==> src/rtl/uart_tx_arbiter.sv <==
// uart_tx_arbiter: shares one 8N1 UART transmitter between two byte producers.
// Define UART_ARB_ROUND_ROBIN_EN for round-robin tie-breaking (default: fixed priority).
module uart_tx_arbiter #(
  parameter int BUSY_TIMEOUT = 16
) (
  input  logic       clk_i,
  input  logic       rst_i,
  input  logic       req0_valid_i,
  input  logic [7:0] req0_data_i,
  output logic       req0_ready_o,
  input  logic       req1_valid_i,
  input  logic [7:0] req1_data_i,
  output logic       req1_ready_o,
  output logic       tx_start_o,
  output logic [7:0] tx_data_o,
  input  logic       tx_busy_i,
  output logic       grant_o,
  output logic       active_o,
  output logic       err_o
);

  localparam int CW = $clog2(BUSY_TIMEOUT) + 1;
  localparam logic [CW-1:0] CNT_LAST = CW'(BUSY_TIMEOUT - 1);

  typedef enum logic [1:0] {
    IDLE      = 2'd0,
    START     = 2'd1,
    WAIT_BUSY = 2'd2,
    WAIT_DONE = 2'd3
  } state_e;

  state_e        state_q, state_d;
  logic [CW-1:0] cnt_q, cnt_d;
  logic [CW-1:0] cnt_inc;
  logic          cnt_hit;
  logic          start_q, start_d;
  logic [7:0]    data_q, data_d;
  logic          grant_q, grant_d;
  logic          active_q, active_d;
  logic          err_q, err_d;
  logic          tie1;
  logic          pick1;
  logic          elig;

  assign cnt_inc = cnt_q + 1'b1;
  assign cnt_hit = (cnt_inc == CNT_LAST);

`ifdef UART_ARB_ROUND_ROBIN_EN
  logic rr_seen_q;

  // Remember the first grant so that ties alternate from then on.
  always_ff @(posedge clk_i or negedge rst_i) begin
    if (!rst_i) begin
      rr_seen_q <= 1'b0;
    end else if (req0_ready_o | req1_ready_o) begin
      rr_seen_q <= 1'b1;
    end
  end

  assign tie1 = rr_seen_q & ~grant_q;
`else
  assign tie1 = 1'b0;
`endif

  assign pick1 = req1_valid_i & (~req0_valid_i | tie1);
  assign elig  = (state_q == IDLE) & ~tx_busy_i &
                 (req0_valid_i | req1_valid_i);

  // State and output registers.
  always_ff @(posedge clk_i or negedge rst_i) begin
    if (!rst_i) begin
      state_q  <= IDLE;
      cnt_q    <= '0;
      start_q  <= 1'b0;
      data_q   <= 8'h00;
      grant_q  <= 1'b0;
      active_q <= 1'b0;
      err_q    <= 1'b0;
    end else begin
      state_q  <= state_d;
      cnt_q    <= cnt_d;
      start_q  <= start_d;
      data_q   <= data_d;
      grant_q  <= grant_d;
      active_q <= active_d;
      err_q    <= err_d;
    end
  end

  // Next-state logic.
  always_comb begin
    state_d = state_q;
    case (state_q)
      IDLE: begin
        if (elig) state_d = START;
      end
      START: begin
        state_d = WAIT_BUSY;
      end
      WAIT_BUSY: begin
        if (tx_busy_i)    state_d = WAIT_DONE;
        else if (cnt_hit) state_d = IDLE;
      end
      WAIT_DONE: begin
        if (!tx_busy_i) state_d = IDLE;
      end
      default: begin
        state_d = IDLE;
      end
    endcase
  end

  // Handshakes and next values of the registered outputs.
  always_comb begin
    req0_ready_o = 1'b0;
    req1_ready_o = 1'b0;
    start_d      = 1'b0;
    data_d       = data_q;
    grant_d      = grant_q;
    active_d     = active_q;
    err_d        = err_q;
    cnt_d        = cnt_q;
    case (state_q)
      IDLE: begin
        if (elig) begin
          req0_ready_o = ~pick1;
          req1_ready_o = pick1;
          start_d      = 1'b1;
          data_d       = pick1 ? req1_data_i : req0_data_i;
          grant_d      = pick1;
          active_d     = 1'b1;
        end
      end
      START: begin
        cnt_d = '0;
      end
      WAIT_BUSY: begin
        if (!tx_busy_i) begin
          cnt_d = cnt_inc;
          if (cnt_hit) begin
            err_d    = 1'b1;
            active_d = 1'b0;
          end
        end
      end
      WAIT_DONE: begin
        if (!tx_busy_i) active_d = 1'b0;
      end
      default: begin
        active_d = 1'b0;
      end
    endcase
  end

  assign tx_start_o = start_q;
  assign tx_data_o  = data_q;
  assign grant_o    = grant_q;
  assign active_o   = active_q;
  assign err_o      = err_q;

endmodule
==> config.mk <==
export PLATFORM = sky130hd
export DESIGN_NAME = uart_tx_arbiter
export DESIGN_NICKNAME = d
export VERILOG_FILES = /design/src/rtl/uart_tx_arbiter.sv
export SDC_FILE = /design/constraint.sdc
export NUM_CORES = 1
export LEC_CHECK = 0
export BUFFER_PORTS_ARGS = -buffer_cell sky130_fd_sc_hd__buf_4
export CORE_MARGIN = 2
export CORE_UTILIZATION = 32
export DETAILED_ROUTE_END_ITERATION = 10
export SLEW_MARGIN = 20
export SYNTH_ARGS = -nofsm -noshare
export SYNTH_HDL_FRONTEND = slang
export SYNTH_SLANG_ARGS = --single-unit
==> constraint.sdc <==
create_clock -name clk_i -period 5.4 [get_ports clk_i]
set_clock_uncertainty 0.15 [all_clocks]
set_input_delay 0.54 -clock clk_i [delete_from_list [all_inputs] [get_ports clk_i]]
set_output_delay 0.54 -clock clk_i [all_outputs]
set_load 0.02 [all_outputs]
==> results of run 1 <==
metrics by stage:
| step | hold WS (ps) | setup WS [ps] | area (µm²) | cells | power (mW) |
|---|---|---|---|---|---|
| 6_report | 321 | 2920 | 1440 | 198 | 0.622 |
| 5_1_grt | 356 | 2780 | 1440 | 198 | 0.677 |
| 4_1_cts | 330 | 2890 | 1440 | 198 | 0.632 |
| 3_5_place_dp | 284 | 2900 | 1410 | 193 | 0.557 |
| 3_3_place_gp | 280 | 2940 | 1410 | 193 | 0.545 |
| 2_1_floorplan | 94.4 | 3520 | 1130 | 118 | 0.444 |
sequential cells by signal, indices dropped and copies added, names as in the netlist:
signal      cells
tx_data_o       8
cnt_q           5
state_q         2
active_o        1
err_o           1
grant_o         1
tx_start_o      1
worst max-delay path by stage:
stage              endpoint         start  cells after the start  slack [ps]
3_5_place_dp   req1_ready_o  req0_valid_i                      4        2900
3_3_place_gp   req1_ready_o  req0_valid_i                      4        2940
4_1_cts        req1_ready_o  req0_valid_i                      4        2890
5_1_grt        req1_ready_o  req0_valid_i                      4        2780
6_report       req1_ready_o  req0_valid_i                      4        2920
2_1_floorplan  req1_ready_o    state_q[1]                      4        3520
cell type report:
type	instances	area, µm²
clock buffer	4	26.3
fill	340	1920
inverter	8	30.0
multi-input combinational	86	588
sequential	19	475
tap	46	57.6
timing repair buffer	35	265
synthesized netlist by cell type, types with 3 or more instances:
master / count
nor2b_1: 4
a211oi_1: 3
ha_1: 6
nand2_1: 16
mux2i_1: 9
dfrtp_1: 19
o21ai_0: 14
a21oi_1: 3
nor2_1: 4
inv_1: 8
where the power goes:
| part | switching, mW | internal (mW) |
|---|---|---|
| registers | 0.0376 | 0.193 |
| logic | 0.180 | 0.140 |
| clock network | 0.0432 | 0.0287 |
worst max-delay path: cells and delay by family:
family                 cells  cell delay [ps]
buffers and inverters      2              270
and+or+nand+nor            2              980
cell families after synthesis:
family / after synthesis
AND/OR/NAND/NOR: 36
XOR/XNOR: 2
flip-flops: 19
AO/OA/AOI/OAI: 33
adder cells (fa/ha/maj): 6
multiplexers: 9
buffers and inverters: 13
timing repair:
| action | CTS | global route |
|---|---|---|
| hold endpoints to repair | 19 | 0 |
| setup buffers | 0 | 0 |
| hold buffers | 1 | 0 |
per-layer routing:
metal	vias to the layer above	routed length, µm
li1	481	-
met1	449	1180
met2	30	1050
met3	2	179
met4	0	20
met5	-	0
==> run_results.csv, run 1 <==
group,metric,value,unit
synthesis,synth_edf_count,0,
worst_setup_path,slowest_stage,"nor2b_1",
synthesis,yosysTopAreaCell,"dfrtp_1",
cts,clkSlewWorstSetupHoldPaths,110,ps
placement,io_buffers,34,
synthesis,synth_nets,145,
synthesis,synth_fa_ha_area_frac,0.0665,
worst_setup_path,reg2regPathDepth,6,
final_layout,area_growth,27.8,%
min_path,holdCritPathClass,"reg2reg",
grt,grt_first_pass_wirelength,4240,µm
grt,antenna_found_initial,0,
sta,fin_crit_sh,0.460,
worst_setup_path,r2r-start,"state_q[1]",
routing,wl_per_cell,12.3,µm
synthesis,synth_xor_area_frac,0.0155,
min_path,whs_endpoint,"err_o",
synthesis,synthCells,118,
worst_setup_path,reg2reg_slack,3340,ps
cts,cts_made_buffers,3,
floorplan,dieWidth,63.4,µm
routing,detail_route.vias_per_cell,4.86,
placement,gp_congestion,0.736,
sta,worstMarginPinSlew,937,ps
floorplan,start_util,0.336,
min_path,holdCritStartpoint,"err_o",
cts,clock_path_buffers,2,
worst_setup_path,cp-end-kind,"primary output",
routing,drt_iter0_markers,26,
floorplan,dieArea,4020,µm²
sta,fin_setup_tns,0,ps
sta,setup_viol,0,
worst_setup_path,path_common_cell,"buf_4",
sta,hold_viol_final,0,
cts,cts_resized,0,
worst_setup_path,cp_max_fo,9,
synthesis,yosys.area.top_type_share,0.421,
synthesis,yosysSeqAreaShare,0.421,
power,vdd_drop_max,0.000172,V
cts,clkLatencyLatePin,290,ps
synthesis,synth_top_family_by_area,"compound AO/OA/AOI/OAI gates",
grt,grtUsageTotal,0.131,
sta,finalCriticalPeriod,2480,ps
routing,drc,0,
synthesis,synth-simple-area-share,0.176,
worst_setup_path,required,4710,ps
grt,grt_start_max_net_pins,21,
worst_setup_path,arrival,1790,ps
worst_setup_path,worstSetupStartpointType,"input pin",
synthesis,syn_area,1130,µm²
synthesis,ys.flop_type,"dfrtp_1",
sta,slew_headroom,0.374,
worst_setup_path,cp_cell_sequence,"buf_4, nor2b_1, and2_1, buf_4",
grt,busiest_layer,"met2",
floorplan,io_pins,35,
synthesis,synthTopCellsByArea,"dfrtp_1, mux2i_1, ha_1",
routing,firstDrtPassIters,4,
synthesis,synth_warnings,0,
final_layout,drive_above_1_share,0.257,
grt,met2_usage,0.203,
job,maxCapViolations,0,
final_layout,nNetsFinal,180,
cts,cts_sinks,19,
placement,place_hpwl,1850,µm
grt,first_global_vias,946,
floorplan,core,3360,µm²
grt,grt.met3_usage,0.0375,
power,leakagePower,0.707,nW
synthesis,ys_types,33,
cts,cts_tree,"yes",
sta,fmax,0.403,GHz
grt,met1_usage,0.169,
synthesis,postSynthAreaPerCell,9.56,µm²
worst_setup_path,critical-path-max-stage-delay,720,ps
outcome,status,"completed",
min_path,hold_depth,1,
power,power-per-cell-area,431,nW/µm²
synthesis,synth_seq_cells,19,
cts,clockRootBuffer,"clkbuf_4",
sta,rsz0062_at_grt,"false",
sta,slew_viol_final,0,
routing,vias,962,
final_layout,fin_util,0.429,
grt,overflow,0,
synthesis,synth_compound_area_frac,0.183,
final_layout,layout_common_cells,"buf_4, dfrtp_1, nand2_1",
floorplan,rows,21,
floorplan,fp.dieH,63.4,µm
routing,wl,2430,µm
synthesis,synth-async-reset-ratio,1.00,
worst_setup_path,reg2reg_to,"active_o",
synthesis,muxShareOfSynthArea,0.0798,
cts,htreeDepth,1,
final_layout,layout_commonest_cell,"buf_4",
final_layout,antennaDiodeCount,0,
routing,drtAntennaViolNets,0,
worst_setup_path,criticalPathCategory,"in2out",
Power figures use the tool's default switching activity.
==> inputs of run 2 (changes only) <==
==> constraint.sdc (replaced) <==
create_clock -name clk_i -period 2.2 [get_ports clk_i]
set_clock_uncertainty 0.15 [all_clocks]
set_input_delay 0.22 -clock clk_i [delete_from_list [all_inputs] [get_ports clk_i]]
set_output_delay 0.22 -clock clk_i [all_outputs]
set_load 0.02 [all_outputs]
==> run_results.csv, run 2 (synthesis results as in run 1) <==
group,metric,value,unit
min_path,holdCritStartpoint,"req0_data_i[0]",
cts,cts_sinks,19,
grt,first_global_vias,930,
final_layout,fillers,360,
final_layout,antennaDiodeCount,0,
worst_setup_path,required,1830,ps
grt,grt_start_max_net_pins,20,
sta,slew_headroom,0.759,
cts,htreeDepth,1,
sta,setup_viol,0,
sta,fmax,0.492,GHz
cts,cts_hold_buf,1,
worst_setup_path,worstSetupStartpointType,"flop",
worst_setup_path,reg2regPathDepth,6,
floorplan,dieArea,4020,µm²
routing,vias,956,
routing,firstDrtPassIters,4,
routing,drt_iter0_markers,54,
power,vdd_drop_max,0.000467,V
grt,overflow,0,
worst_setup_path,criticalPathCategory,"reg2out",
final_layout,area_growth,29.8,%
min_path,whs_endpoint,"tx_data_o[0]",
final_layout,layout_commonest_cell,"buf_4",
job,maxCapViolations,0,
power,leakagePower,0.722,nW
final_layout,largest_reg_flops,8,
worst_setup_path,critical-path-max-stage-delay,420,ps
sta,finalCriticalPeriod,2030,ps
final_layout,drive_above_1_share,0.271,
sta,slew_viol_final,0,
placement,io_buffers,34,
cts,cts_resized,0,
sta,hold_viol_final,0,
routing,drc,0,
floorplan,core,3360,µm²
sta,fin_crit_sh,0.924,
routing,wl,2320,µm
worst_setup_path,r2r-start,"state_q[1]",
sta,rsz0062_at_grt,"false",
routing,drtAntennaViolNets,0,
worst_setup_path,arrival,1660,ps
grt,grt_first_pass_wirelength,4210,µm
cts,cts_tree,"yes",
power,power-per-cell-area,1050,nW/µm²
placement,place_hpwl,1780,µm
placement,gp_congestion,0.823,
final_layout,layout_common_cells,"buf_4, dfrtp_1, nand2_1",
floorplan,io_pins,35,
cts,clockRootBuffer,"clkbuf_4",
worst_setup_path,cp_cell_sequence,"inv_1, ha_1, and2b_2, and2_1, buf_4",
min_path,holdCritPathClass,"in2reg",
floorplan,dieWidth,63.4,µm
routing,detail_route.vias_per_cell,4.76,
worst_setup_path,reg2reg_to,"state_q[1]",
cts,clock_path_buffers,2,
cts,cts_made_buffers,3,
final_layout,nNetsFinal,183,
sta,fin_setup_tns,0,ps
grt,grtUsageTotal,0.125,
outcome,status,"completed",
grt,antenna_found_initial,0,
floorplan,fp.dieH,63.4,µm
worst_setup_path,cp_max_fo,8,
power,p_total,1.54,mW
worst_setup_path,cp-end-kind,"primary output",
worst_setup_path,reg2reg_slack,320,ps
floorplan,rows,21,
routing,wl_per_cell,11.5,µm
final_layout,fin_util,0.436,
cts,cts_setup_buffers,0,
worst_setup_path,slowest_stage,"dfrtp_1",
min_path,hold_depth,3,
floorplan,start_util,0.336,
sta,worstMarginPinSlew,360,ps
cts,clkLatencyLatePin,290,ps
cts,clkSlewWorstSetupHoldPaths,110,ps
run 2: cell types whose count changed in the layout (fill, tap and decap cells not counted):
cell	change
buf_4	+3
run 2: routing by layer:
metal	share of wire	track usage	vias to the layer above	wire, µm
li1	-	-	489	-
met1	0.51	0.180	437	1190
met3	0.073	0.0339	0	168
met5	0	0	-	0
met4	0	0.0245	0	0
met2	0.42	0.189	30	962
run 2: final cells by class:
| class | count | area [µm²] | share of cell area |
|---|---|---|---|
| Clock buffer | 4 | 26.3 | 0.0179 |
| Inverter | 8 | 30.0 | 0.0205 |
| Multi-Input combinational cell | 86 | 588 | 0.401 |
| Sequential cell | 19 | 475 | 0.325 |
| Tap cell | 46 | 57.6 | 0.0393 |
| Timing Repair Buffer | 38 | 288 | 0.196 |
run 2: through the flow:
stage          instances  hold slack [ps]  setup slack, ps  cell area (µm²)
2_1_floorplan        118             -226              471             1130
3_5_place_dp         196            -37.1              361             1430
3_3_place_gp         196            -40.4              411             1430
4_1_cts              201             57.6              151             1470
6_report             201             60.7              168             1470
5_1_grt              201             52.6             41.6             1470
run 2: critical path, delay by kind of cell, from the launching register on:
| kind | cells | cell delay [ps] |
|---|---|---|
| flops | 1 | 420 |
| simple gates | 2 | 350 |
| fa+ha+maj | 1 | 310 |
| buf+inv | 2 | 280 |
run 2: worst max-delay path by stage:
| stage | from | to | slack [ps] | cells past startpoint |
|---|---|---|---|---|
| 2_1_floorplan | state_q[1] | state_q[1] | 470 | 7 |
| 3_3_place_gp | state_q[1] | active_o | 410 | 6 |
| 3_5_place_dp | state_q[1] | active_o | 360 | 6 |
| 4_1_cts | state_q[1] | req1_ready_o | 150 | 5 |
| 5_1_grt | state_q[1] | req1_ready_o | 40 | 5 |
| 6_report | state_q[1] | req1_ready_o | 170 | 5 |
run 2: power breakdown:
group / switching (mW) / total [mW] / internal (mW)
combinational: 0.440 / 0.799 / 0.359
sequential: 0.0901 / 0.564 / 0.474
clock: 0.107 / 0.178 / 0.0704
total: 0.638 / 1.54 / 0.903
==> inputs of run 3 (changes only) <==
--- a/config.mk
+++ b/config.mk
@@ -5,6 +5,7 @@
 export SDC_FILE = /design/constraint.sdc
 export NUM_CORES = 1
 export LEC_CHECK = 0
+export ABC_AREA = 1
 export BUFFER_PORTS_ARGS = -buffer_cell sky130_fd_sc_hd__buf_4
 export CORE_MARGIN = 2
 export CORE_UTILIZATION = 32
==> run_results.csv, run 3 <==
group,metric,value,unit
outcome,status,"completed",
floorplan,core,3280,µm²
cts,cts_made_buffers,3,
final_layout,drive_above_1_share,0.304,
final_layout,layout_common_cells,"buf_4, nand2_1, dfrtp_1",
placement,place_hpwl,1810,µm
worst_setup_path,cp_max_fo,5,
synthesis,ys.flop_type,"dfrtp_1",
grt,antenna_found_initial,0,
synthesis,synthTopCellsByCount,"nand2_1, dfrtp_1, inv_1",
routing,detail_route.vias_per_cell,4.52,
placement,io_buffers,34,
synthesis,yosysTopAreaCell,"dfrtp_1",
floorplan,io_pins,35,
worst_setup_path,slowest_stage,"dfrtp_1",
cts,cts_resized,0,
sta,slew_headroom,0.799,
min_path,holdCritStartpoint,"req0_data_i[6]",
final_layout,layout_commonest_cell,"buf_4",
synthesis,synthTopCellsByArea,"dfrtp_1, nand2_1, ha_1",
sta,fin_crit_sh,0.867,
cts,clkLatencyLatePin,290,ps
cts,cts_tree,"yes",
min_path,holdCritPathClass,"in2reg",
synthesis,synth_edf_count,0,
grt,grt_first_pass_wirelength,3780,µm
worst_setup_path,cp_cell_sequence,"inv_1, ha_1, inv_1, nor2_2, inv_1, nor2_1, buf_4",
job,maxCapViolations,0,
final_layout,fillers,339,
sta,worstMarginPinSlew,301,ps
grt,busiest_layer,"met2",
worst_setup_path,reg2reg_slack,600,ps
worst_setup_path,arrival,1540,ps
worst_setup_path,cp-end-kind,"primary output",
final_layout,nNetsFinal,196,
sta,setup_viol,0,
grt,first_global_vias,894,
synthesis,yosysSeqAreaShare,0.443,
floorplan,fp.dieH,61.9,µm
grt,grt_start_max_net_pins,20,
worst_setup_path,worstSetupStartpointType,"flop",
routing,drtAntennaViolNets,0,
placement,gp_congestion,0.826,
worst_setup_path,r2r-start,"state_q[1]",
routing,firstDrtPassIters,4,
synthesis,synth_warnings,0,
power,power-per-cell-area,1080,nW/µm²
final_layout,antennaDiodeCount,0,
grt,grt.met3_usage,0.0269,
final_layout,area_growth,30.5,%
power,vdd_drop_max,0.000458,V
synthesis,synth-async-reset-ratio,1.00,
cts,clockRootBuffer,"clkbuf_4",
cts,clkSlewWorstSetupHoldPaths,110,ps
routing,drt_iter0_markers,26,
final_layout,final_cells,214,
final_layout,ff_latch_area,475,µm²
worst_setup_path,critical-path-max-stage-delay,460,ps
grt,grtUsageTotal,0.133,
worst_setup_path,criticalPathCategory,"reg2out",
routing,wl_per_cell,10.4,µm
synthesis,synth_nets,158,
synthesis,synth_seq_cells,19,
grt,met2_usage,0.220,
worst_setup_path,cp-startpoint,"state_q[1]",
sta,rsz0062_at_grt,"false",
floorplan,dieArea,3830,µm²
routing,vias,967,
grt,overflow,0,
synthesis,synthCells,131,
placement,place_inst,209,
worst_setup_path,required,1830,ps
routing,wl,2220,µm
synthesis,syn_area,1070,µm²
synthesis,ys_types,21,
synthesis,yosys.cell_count.top_type,"nand2_1",
synthesis,yosys.area.top_type_share,0.443,
grt,met1_usage,0.169,
synthesis,postSynthAreaPerCell,8.19,µm²
sta,hold_viol_final,0,
sta,fin_setup_tns,0,ps
floorplan,rows,21,
final_layout,largest_reg_flops,8,
sta,holdWs,33.4,ps
cts,clock_path_buffers,2,
cts,cts_sinks,19,
final_layout,multi_input_area,508,µm²
routing,drc,0,
worst_setup_path,path_common_cell,"inv_1",
floorplan,start_util,0.326,
sta,fmax,0.524,GHz
power,leakagePower,0.700,nW
floorplan,dieWidth,61.9,µm
cts,htreeDepth,1,
sta,finalCriticalPeriod,1910,ps
sta,slew_viol_final,0,
-- run 3: changes by cell type after synthesis, moves of 4 or more --
cell and change:
o21ai_0 -11, nor2_1 +9, a31oi_1 +7, nor2b_1 -4, nand3_1 +12, mux2i_1 -9
nand2_1 +16, inv_1 +6
-- run 3: final timing paths --
path                           endpoint  cells past startpoint
max in group asynchronous      cnt_q[2]                      2
min reg2reg                    active_o                      2
min                        tx_data_o[6]                      3
max                        req0_ready_o                      7
max reg2reg                tx_data_o[7]                      8
min in group asynchronous      cnt_q[1]                      2
-- run 3: power by group --
group	internal (mW)	switching, mW
clock network	0.0704	0.101
registers	0.474	0.0872
logic	0.328	0.456
-- run 3: stage by stage --
step / setup slack, ps / utilization / cell area, µm² / power (mW)
final: 293 / 0.426 / 1400 / 1.52
after global routing: 141 / 0.426 / 1400 / 1.66
after CTS: 273 / 0.426 / 1400 / 1.54
after detailed placement: 614 / 0.415 / 1360 / 1.36
after global placement: 667 / 0.415 / 1360 / 1.34
after floorplan: 675 / - / 1070 / 1.08
-- run 3: cell type report --
type | instances | share of cell area
clock buffer | 4 | 0.0188
inverter | 17 | 0.0474
multi-input combinational | 93 | 0.363
sequential | 19 | 0.340
tap | 46 | 0.0411
timing repair buffer | 35 | 0.190
-- run 3: per-layer routing --
metal / vias to the layer above / wire length [µm]
met5: - / 0
met2: 33 / 1040
met4: 0 / 19
met3: 2 / 144
li1: 501 / -
met1: 431 / 1020
-- run 3: cell families (layout without fill, tap and decap cells) --
| group | count (synthesis) | count (layout) | share of synthesized area |
|---|---|---|---|
| AOI/OAI and AO/OA | 18 | 18 | 0.109 |
| buffers and inverters | 19 | 56 | 0.0829 |
| DFF | 19 | 19 | 0.443 |
| and+or+nand+nor | 69 | 69 | 0.295 |
| adders and majority gates | 6 | 6 | 0.0700 |
-- run 3: timing repair --
item,in CTS,in global routing
hold endpoints to repair,19,0
buffers inserted,0,0
hold buffers,1,0
-- run 3: worst max-delay path, delay by kind of cell (launching register included) --
family / cells / cell delay [ps]
flops: 1 / 460
simple gates: 2 / 200
fa+ha+maj: 1 / 180
buf+inv: 4 / 400
